--- config.mk ---
export PLATFORM = sky130hd
export DESIGN_NAME = cal_time_ctrl
export DESIGN_NICKNAME = d
export VERILOG_FILES = /design/src/rtl/cal_pkg.sv /design/src/rtl/cal_time_ctrl_mod_counter.sv /design/src/rtl/cal_time_ctrl.sv
export SDC_FILE = /design/constraint.sdc
export NUM_CORES = 1
export LEC_CHECK = 0
export ABC_AREA = 1
export CAP_MARGIN = 20
export CORE_MARGIN = 4
export CORE_UTILIZATION = 50
export DETAILED_ROUTE_END_ITERATION = 16
export HOLD_SLACK_MARGIN = 0.06
export PLACE_DENSITY = 0.8
export SLEW_MARGIN = 30
export SYNTH_ARGS = -nofsm -noshare
export SYNTH_HDL_FRONTEND = slang
export SYNTH_SLANG_ARGS = --single-unit
--- constraint.sdc ---
create_clock -name clk -period 5.5 [get_ports clk]
set_input_delay 1.1 -clock clk [delete_from_list [all_inputs] [get_ports clk]]
set_output_delay 1.1 -clock clk [all_outputs]
set_load 0.005 [all_outputs]
--- src/rtl/cal_pkg.sv ---
// Shared types and calendar rules for the time-of-day / calendar controller.
package cal_pkg;

  typedef enum logic [2:0] {
    RUN      = 3'd0,
    SET_MIN  = 3'd1,
    SET_HR   = 3'd2,
    SET_MON  = 3'd3,
    SET_DAY  = 3'd4,
    SET_YEAR = 3'd5
  } mode_e;

  localparam int SEC_MOD  = 60;
  localparam int MIN_MOD  = 60;
  localparam int MON_MOD  = 12;
  localparam int YEAR_MOD = 100;

  // Unknown month codes fall back to 31 so the day counter always has a sane limit.
  function automatic logic [4:0] days_in_month(input logic [3:0] month, input logic leap);
    logic [4:0] dim;
    case (month)
      4'd2:                     dim = leap ? 5'd29 : 5'd28;
      4'd4, 4'd6, 4'd9, 4'd11:  dim = 5'd30;
      default:                  dim = 5'd31;
    endcase
    return dim;
  endfunction

endpackage

--- src/rtl/cal_time_ctrl_mod_counter.sv ---
// Wrapping field counter: counts MIN .. MIN+modulus-1, with a parallel load that wins over increment.
module mod_counter #(
  parameter int W   = 6,
  parameter int MIN = 0
) (
  input  logic         clk,
  input  logic         rst,
  input  logic         i_inc,
  input  logic         i_load,
  input  logic [W-1:0] i_load_val,
  input  logic [W-1:0] i_modulus,
  output logic [W-1:0] o_value,
  output logic [W-1:0] o_nxt,
  output logic         o_wrap
);

  localparam logic [W-1:0] MIN_V = W'(MIN);

  logic [W-1:0] r_value;
  logic [W-1:0] w_last;
  logic         w_at_last;

  // Compare with >= so a value stranded above a shrunken limit still wraps instead of running on.
  assign w_last    = MIN_V + i_modulus - W'(1);
  assign w_at_last = (r_value >= w_last);
  assign o_nxt     = w_at_last ? MIN_V : r_value + W'(1);
  assign o_wrap    = i_inc && w_at_last;
  assign o_value   = r_value;

  always_ff @(posedge clk) begin
    if (rst) begin
      r_value <= MIN_V;
    end else if (i_load) begin
      r_value <= i_load_val;
    end else if (i_inc) begin
      r_value <= o_nxt;
    end
  end

endmodule

--- src/rtl/cal_time_ctrl.sv ---
// Time-of-day and calendar controller with button-driven set mode.
// Leap years, the year counter and the SET_YEAR state are enabled by defining CAL_LEAP_YEAR_EN.
module cal_time_ctrl
  import cal_pkg::*;
#(
  parameter int HR_MAX = 23
) (
  input  logic       clk,
  input  logic       rst,
  input  logic       tick,
  input  logic       set_mode,
  input  logic       set_inc,
  output logic [5:0] sec,
  output logic [5:0] min,
  output logic [4:0] hr,
  output logic [4:0] day,
  output logic [3:0] month,
  output logic [6:0] year,
  output logic [2:0] mode,
  output logic       day_roll
);

  mode_e r_state, w_state_next;
  logic  r_day_roll;

  logic w_tick_en, w_sec_load, w_min_set, w_hr_set, w_mon_set, w_day_set, w_year_set;
  logic w_sec_inc, w_min_inc, w_hr_inc, w_day_inc, w_mon_inc, w_day_load;
  logic w_sec_wrap, w_min_wrap, w_hr_wrap, w_day_wrap, w_mon_wrap;
  logic [5:0] w_sec, w_min, w_sec_nxt, w_min_nxt;
  logic [4:0] w_hr, w_day, w_hr_nxt, w_day_nxt, w_dim_cur, w_dim_new;
  logic [3:0] w_mon, w_mon_nxt, w_mon_new;
  logic [6:0] w_year;
  logic       w_year_chg, w_leap_cur, w_leap_new;
  logic       w_unused;

  always_ff @(posedge clk) begin
    if (rst) r_state <= RUN;
    else     r_state <= w_state_next;
  end

  always_comb begin
    w_state_next = r_state;
    if (set_mode) begin
      case (r_state)
        RUN:      w_state_next = SET_MIN;
        SET_MIN:  w_state_next = SET_HR;
        SET_HR:   w_state_next = SET_MON;
        SET_MON:  w_state_next = SET_DAY;
`ifdef CAL_LEAP_YEAR_EN
        SET_DAY:  w_state_next = SET_YEAR;
`else
        SET_DAY:  w_state_next = RUN;
`endif
        default:  w_state_next = RUN;
      endcase
    end
  end

  // set_mode always wins: it suppresses both the tick and set_inc for that cycle.
  always_comb begin
    w_tick_en  = (r_state == RUN) && tick && !set_mode;
    w_sec_load = (r_state == RUN) && set_mode;
    w_min_set  = (r_state == SET_MIN)  && set_inc && !set_mode;
    w_hr_set   = (r_state == SET_HR)   && set_inc && !set_mode;
    w_mon_set  = (r_state == SET_MON)  && set_inc && !set_mode;
    w_day_set  = (r_state == SET_DAY)  && set_inc && !set_mode;
    w_year_set = (r_state == SET_YEAR) && set_inc && !set_mode;
  end

  // Carries only ripple on a RUN tick; set-state increments never propagate.
  assign w_sec_inc = w_tick_en;
  assign w_min_inc = (w_tick_en && w_sec_wrap) || w_min_set;
  assign w_hr_inc  = (w_tick_en && w_min_wrap) || w_hr_set;
  assign w_day_inc = (w_tick_en && w_hr_wrap)  || w_day_set;
  assign w_mon_inc = (w_tick_en && w_day_wrap) || w_mon_set;

  mod_counter #(.W(6), .MIN(0)) u_sec (
    .clk(clk), .rst(rst), .i_inc(w_sec_inc), .i_load(w_sec_load), .i_load_val(6'd0),
    .i_modulus(6'(SEC_MOD)), .o_value(w_sec), .o_nxt(w_sec_nxt), .o_wrap(w_sec_wrap)
  );

  mod_counter #(.W(6), .MIN(0)) u_min (
    .clk(clk), .rst(rst), .i_inc(w_min_inc), .i_load(1'b0), .i_load_val(6'd0),
    .i_modulus(6'(MIN_MOD)), .o_value(w_min), .o_nxt(w_min_nxt), .o_wrap(w_min_wrap)
  );

  mod_counter #(.W(5), .MIN(0)) u_hr (
    .clk(clk), .rst(rst), .i_inc(w_hr_inc), .i_load(1'b0), .i_load_val(5'd0),
    .i_modulus(5'(HR_MAX + 1)), .o_value(w_hr), .o_nxt(w_hr_nxt), .o_wrap(w_hr_wrap)
  );

  mod_counter #(.W(5), .MIN(1)) u_day (
    .clk(clk), .rst(rst), .i_inc(w_day_inc), .i_load(w_day_load), .i_load_val(w_dim_new),
    .i_modulus(w_dim_cur), .o_value(w_day), .o_nxt(w_day_nxt), .o_wrap(w_day_wrap)
  );

  mod_counter #(.W(4), .MIN(1)) u_mon (
    .clk(clk), .rst(rst), .i_inc(w_mon_inc), .i_load(1'b0), .i_load_val(4'd0),
    .i_modulus(4'(MON_MOD)), .o_value(w_mon), .o_nxt(w_mon_nxt), .o_wrap(w_mon_wrap)
  );

`ifdef CAL_LEAP_YEAR_EN
  logic       w_year_inc, w_year_wrap;
  logic [6:0] w_year_nxt, w_year_new;

  assign w_year_inc = (w_tick_en && w_mon_wrap) || w_year_set;

  mod_counter #(.W(7), .MIN(0)) u_year (
    .clk(clk), .rst(rst), .i_inc(w_year_inc), .i_load(1'b0), .i_load_val(7'd0),
    .i_modulus(7'(YEAR_MOD)), .o_value(w_year), .o_nxt(w_year_nxt), .o_wrap(w_year_wrap)
  );

  assign w_year_new = w_year_inc ? w_year_nxt : w_year;
  assign w_year_chg = w_year_inc;
  assign w_leap_cur = (w_year[1:0] == 2'b00);
  assign w_leap_new = (w_year_new[1:0] == 2'b00);
  assign w_unused   = ^{w_sec_nxt, w_min_nxt, w_hr_nxt, w_day_nxt, w_year_wrap, w_year_set};
`else
  assign w_year     = 7'd0;
  assign w_year_chg = 1'b0;
  assign w_leap_cur = 1'b0;
  assign w_leap_new = 1'b0;
  assign w_unused   = ^{w_sec_nxt, w_min_nxt, w_hr_nxt, w_day_nxt, w_mon_wrap, w_year_set};
`endif

  // Clamp looks at the month/year being written this cycle, so day lands in range together with them.
  assign w_mon_new  = w_mon_inc ? w_mon_nxt : w_mon;
  assign w_dim_cur  = days_in_month(w_mon, w_leap_cur);
  assign w_dim_new  = days_in_month(w_mon_new, w_leap_new);
  assign w_day_load = (w_mon_inc || w_year_chg) && !w_day_inc && (w_day > w_dim_new);

  always_ff @(posedge clk) begin
    if (rst) r_day_roll <= 1'b0;
    else     r_day_roll <= w_tick_en && w_day_wrap;
  end

  assign sec      = w_sec;
  assign min      = w_min;
  assign hr       = w_hr;
  assign day      = w_day;
  assign month    = w_mon;
  assign year     = w_year;
  assign mode     = r_state;
  assign day_roll = r_day_roll;

endmodule

==> results of run 1 <==
## worst reg2reg max path, delay by kind of cell (launching register included)
family	cells	cell delay (ns)
flops	1	0.36
buf+inv	6	0.43
simple gates	19	1.86
fa+ha+maj	4	0.95
compound gates	2	0.41
## worst max-delay path by stage
stage	startpoint	to	slack, ns	cells past startpoint
after detailed placement	set_mode	u_day.o_value[0]	1.10	25
after CTS	u_mon.o_value[0]	u_day.o_value[0]	1.34	32
final	u_mon.o_value[0]	u_day.o_value[0]	1.37	31
after global placement	set_mode	u_day.o_value[0]	1.22	25
after floorplan	u_mon.o_value[0]	u_day.o_value[0]	1.82	32
after global routing	u_mon.o_value[0]	u_day.o_value[0]	0.80	31
## metrics by stage
step	worst slack, ns	instance area, um2	std cells	total power, W	util (%)
after floorplan	1.82	1980	276	0.000255	-
after global placement	1.22	2330	350	0.000265	62.7
after detailed placement	1.10	2330	350	0.000266	62.7
after CTS	1.34	2420	358	0.000449	65.1
after global routing	0.798	2420	358	0.000461	65.1
final	1.37	2420	358	0.000444	65.1
## cell usage after synthesis
cell       n
nand3_2    1
xor2_1     1
nand2_2   10
clkbuf_1   1
a211oi_1   2
o31ai_1    1
nor3b_1    2
o21a_1     1
or4_1      1
nor4_1     1
nand4_1    2
o211ai_1   1
nand2_1   46
conb_1     1
nor2_8     1
a21oi_1   20
ha_1      15
o21ai_0    5
inv_1     31
dfxtp_1   30
nor2_4     2
nand2_4    9
o21bai_1   1
nor3_1    12
nor3_2     2
inv_2      5
and3_1     1
a221oi_1   1
nor2_1    35
mux2i_1    1
or2_1      1
nand3_1   11
a31oi_1    3
nand3_4    1
nand3b_1   1
xnor2_1    1
or2_2      3
buf_4      7
## cells by family after synthesis
family          synth area share (%)
other cells                    0.191
simple gates                    38.4
flops                           30.6
mux                            0.510
buf+inv                         9.76
fa+ha+maj                       9.57
xor+xnor                       0.893
compound gates                  10.1
## registers in the layout, indices dropped and copies added (netlist names)
signal,flops
u_hr.o_value,5
u_sec.o_value,6
u_day.o_value,5
day_roll,1
u_min.o_value,6
u_mon.o_value,4
mode,3
## power by group through the flow
stage	Clock [W]	Sequential, W	Combinational (W)
finish	0.000183	0.000225	0.0000359
global route	0.000195	0.000225	0.0000403
CTS	0.000188	0.000225	0.0000363
detailed placement	0	0.000230	0.0000361
global placement	0	0.000230	0.0000359
floorplan	0	0.000229	0.0000261
## layer usage
metal / up-vias / routed length, um
li1: 938 / -
met1: 814 / 1820
met2: 50 / 1980
met3: 7 / 188
met4: 0 / 80
met5: - / 0
## final cells by class
class / instances / area (um2)
fill: 319 / 1300
multi-input combinational: 202 / 1190
sequential: 30 / 601
timing repair buffer: 34 / 340
inverter: 36 / 135
clock buffer: 7 / 86.3
tap: 48 / 60.1
clock inverter: 1 / 5.00
==> impl_metrics.ini, run 1 <==
[clock_tree]
cts.path.max_buffers = 2
post_cts_resized = 0
insertion_delay_ns = 0.29
ctsHoldBuffers = 0
clock-sinks = 30
cts.clk_slew.worst_paths_ns = 0.06
cts_tree = built
cts_setup_buffers = 0
htree_levels = 2
cts_root_buf = clkbuf_8
cts_made_buffers = 5

[sta]
worst_clock_skew_ns = 0.00541
fmax_mhz = 242
timing.setup.tns_ns = 0
hold_viol_final = 0
holdWs_ns = 0.468
slew_violations = 0
setup_viol = 0
final.min_clock_period_ns = 4.13
finalCritPeriodShare_pct = 75.1
rsz0062_at_grt = false

[floorplan]
die_x_um = 70.6
num_rows = 22
die_area_um2 = 4990
die_y_um = 70.6
pin_count = 42
start_util_pct = 52.8
coreArea_um2 = 3720

[layout]
layout_commonest_cell = nand2_1
syn_to_final_growth_pct = 23.3
nNetsFinal = 329
antenna_cells_inserted = 0
final_cell_mix = nand2_1 (46), nor2_1 (35), clkdlybuf4s50_1 (34)
layout-drive-gt1-share_pct = 13.2

[grt]
grt-ovfl-total = 0
grtUsageTotal_pct = 17.4
grt_pass1_wl_um = 7200
top_usage_layer = met2
grt_use_met2_pct = 29.8
grt_pass1_vias = 1715
grt_max_degree = 11
grt_use_met3_pct = 3.13
antenna_found_initial = 0
use_met1_pct = 20.9

[power]
pwr-share-clk_pct = 41.2
p_int_w = 0.000336
p_per_area_nw_per_um2 = 183
seqPwrFrac_pct = 50.7
peakVddDrop_uv = 109
p_sw_w = 0.000107
p_sw_share_pct = 24.2
power_frac_comb_pct = 8.1
leakage_nw = 1.04

[min_path]
hold_start = u_min.o_value[5]
holdCritPathClass = flop to flop
hold_path_end = u_min.o_value[5]
timing.hold.worst_path_depth = 2

[setup_path]
crit_family = simple AND/OR/NAND/NOR gates
path_buf_inv = 6
r2r_setup_slack_ns = 1.37
reg2reg_to = u_day.o_value[0]
cp-end-kind = flop
cp_data_arrival_time_ns = 4.31
required_ns = 5.68
worstRegToRegCells = 31
crit_path_max_fanout = 7
crit_top_cell = nand2_1
slowest_stage = dfxtp_1
start_kind = flop
reg2reg_from = u_mon.o_value[0]
crit_type = flop to flop
slowest_delay_ns = 0.36

[outcome]
outcome = completed

[synth]
ys_types = 38
syn_inst = 270
ys_seq_area_share_pct = 30.6
yosys.area.top_type = dfxtp_1
syn_area_per_cell_um2 = 7.27
yosys_register_bits = 30
synth_top_area_share_pct = 30.6
yosys_warnings = 0
ys_top_cells_by_area = dfxtp_1 (31%), ha_1 (9.6%), nand2_1 (8.8%)
synthesis.area_um2 = 1960

[route]
first_iter_violations = 102
postRouteAntennaNets = 0
drtPass1Iterations = 5
via_per_inst = 5.05
vias = 1809
wl_per_cell_um = 11.4
wl_um = 4070
drc = 0

[placement]
io_buffers = 34
routabilityCongestion = 0.900
hpwl_um = 3180

[job]
maxCapViolations = 0
(Power assumes the default switching activity.)
==> inputs of run 2 (changes only) <==
==> constraint.sdc (replaced) <==
create_clock -name clk -period 4 [get_ports clk]
set_input_delay 0.8 -clock clk [delete_from_list [all_inputs] [get_ports clk]]
set_output_delay 0.8 -clock clk [all_outputs]
set_load 0.005 [all_outputs]
==> run 2 against run 1 <==
Register-to-register slack got worse by 1.1 ns. Clock power rose by 30%. Via count fell by 0.50%. Utilization rose by 3.1 points. Die area did not move. Critical path type unchanged. Maximum frequency rose by 9.7%. First-iteration DRC count rose by 4.9%. Total power rose by 35%.
==> impl_metrics.ini, run 2 (same netlist as run 1, synthesis figures left out) <==
[outcome]
outcome = completed

[grt]
grt_pass1_vias = 1658
antenna_found_initial = 0
grtUsageTotal_pct = 17.1
grt_pass1_wl_um = 7040
grt_max_degree = 11
grt-ovfl-total = 0

[sta]
setup_viol = 0
final.min_clock_period_ns = 3.77
timing.setup.tns_ns = 0
relSlewSlack_pct = 66.4
slew_violations = 0
finalCritPeriodShare_pct = 94.2
hold_viol_final = 0
holdWs_ns = 0.472
tightest_slew_ns = 0.503
worst_clock_skew_ns = 0.00186
fmax_mhz = 266

[power]
p_sw_w = 0.000141
leakage_nw = 1.07
p_per_area_nw_per_um2 = 236
power_frac_comb_pct = 8.7
p_sw_share_pct = 23.6
p_int_w = 0.000456
peakVddDrop_uv = 219
fin_total_pwr_w = 0.000597
seqPwrFrac_pct = 51.6
pwr-share-clk_pct = 39.7

[route]
vias = 1800
wl_um = 4360
via_per_inst = 4.96
postRouteAntennaNets = 0
first_iter_violations = 107
drtPass1Iterations = 4
wl_per_cell_um = 12.0
drc = 0

[setup_path]
slowest_stage = dfxtp_4
crit_type = flop to flop
crit_path_max_fanout = 7
cp-end-kind = flop
worstRegToRegCells = 31
crit_start = u_mon.o_value[0]
crit_end = u_day.o_value[1]
reg2reg_from = u_mon.o_value[0]
r2r_setup_slack_ns = 0.23
required_ns = 4.18
start_kind = flop
cp_data_arrival_time_ns = 3.95
reg2reg_to = u_day.o_value[1]
slowest_delay_ns = 0.36
crit_top_cell = inv_1

[placement]
postPlaceCellArea_um2 = 2360
io_buffers = 34
routabilityCongestion = 0.865
hpwl_um = 3180
dp_cells = 354

[clock_tree]
htree_levels = 2
cts_root_buf = clkbuf_8
insertion_delay_ns = 0.28
cts.clk_slew.worst_paths_ns = 0.06
cts_made_buffers = 5
clock-sinks = 30
cts_tree = built
cts.path.max_buffers = 2

[layout]
layout_commonest_cell = nand2_1
nNetsFinal = 336
final_cell_area_um2 = 2530
layout-drive-gt1-share_pct = 18.7
final_cell_mix = nand2_1 (46), nor2_1 (34), clkdlybuf4s50_1 (34)
antenna_cells_inserted = 0
syn_to_final_growth_pct = 29.1
stdcell_count = 363

[floorplan]
num_rows = 22
die_area_um2 = 4990
die_x_um = 70.6
start_util_pct = 52.8
pin_count = 42
coreArea_um2 = 3720
die_y_um = 70.6

[job]
maxCapViolations = 0

[min_path]
holdCritPathClass = flop to flop
hold_start = u_min.o_value[5]
[run 2: layer usage]
metal | global-route usage [%] | part of all wire (%) | vias up
met1 | 21.9 | 47 | 805
met4 | 4.38 | 1.4 | 0
li1 | - | - | 955
met2 | 28.6 | 47 | 34
met3 | 4.40 | 4.0 | 6
met5 | 0 | 0 | -
[run 2: cell type report]
type / count / area [um2]
multi-input combinational: 202 / 1250
timing repair buffer: 41 / 393
inverter: 36 / 138
fill: 330 / 1180
sequential: 30 / 608
clock buffer: 6 / 82.6
tap: 48 / 60.1
[run 2: worst min path at each step]
stage	cells past startpoint	slack, ns	to
6_report	2	0.47	u_min.o_value[5]
5_1_grt	2	0.50	u_sec.o_value[5]
4_1_cts	2	0.47	u_min.o_value[5]
3_5_place_dp	2	0.46	u_min.o_value[5]
3_3_place_gp	2	0.46	u_min.o_value[5]
2_1_floorplan	2	0.46	u_sec.o_value[5]
[run 2: repair_timing]
item                       in CTS  in global routing
hold buffers                    0                  0
buffers inserted                0                  3
setup endpoints to repair       0                  4
gates resized for setup         0                 18
[run 2: metrics by stage]
stage	utilization, %	setup slack [ns]
final	68.2	0.234
after floorplan	-	0.323
after CTS	65.7	0.129
after global placement	63.5	0.159
after detailed placement	63.5	0.0736
after global routing	68.2	-0.0844
[run 2: worst max-delay path: cells and delay by family (launching register included)]
kind,cells,cell delay [ns]
adder cells (fa/ha/maj),4,0.91
AO/OA/AOI/OAI,3,0.54
flip-flops,1,0.36
buffers and inverters,8,0.47
AND/OR/NAND/NOR,16,1.41
[run 2: power by group through the flow]
stage,logic [W],clock network (W),registers (W)
floorplan,0.0000359,0,0.000315
global placement,0.0000505,0,0.000316
detailed placement,0.0000511,0,0.000316
CTS,0.0000514,0.000243,0.000309
global route,0.0000575,0.000256,0.000309
finish,0.0000517,0.000237,0.000308
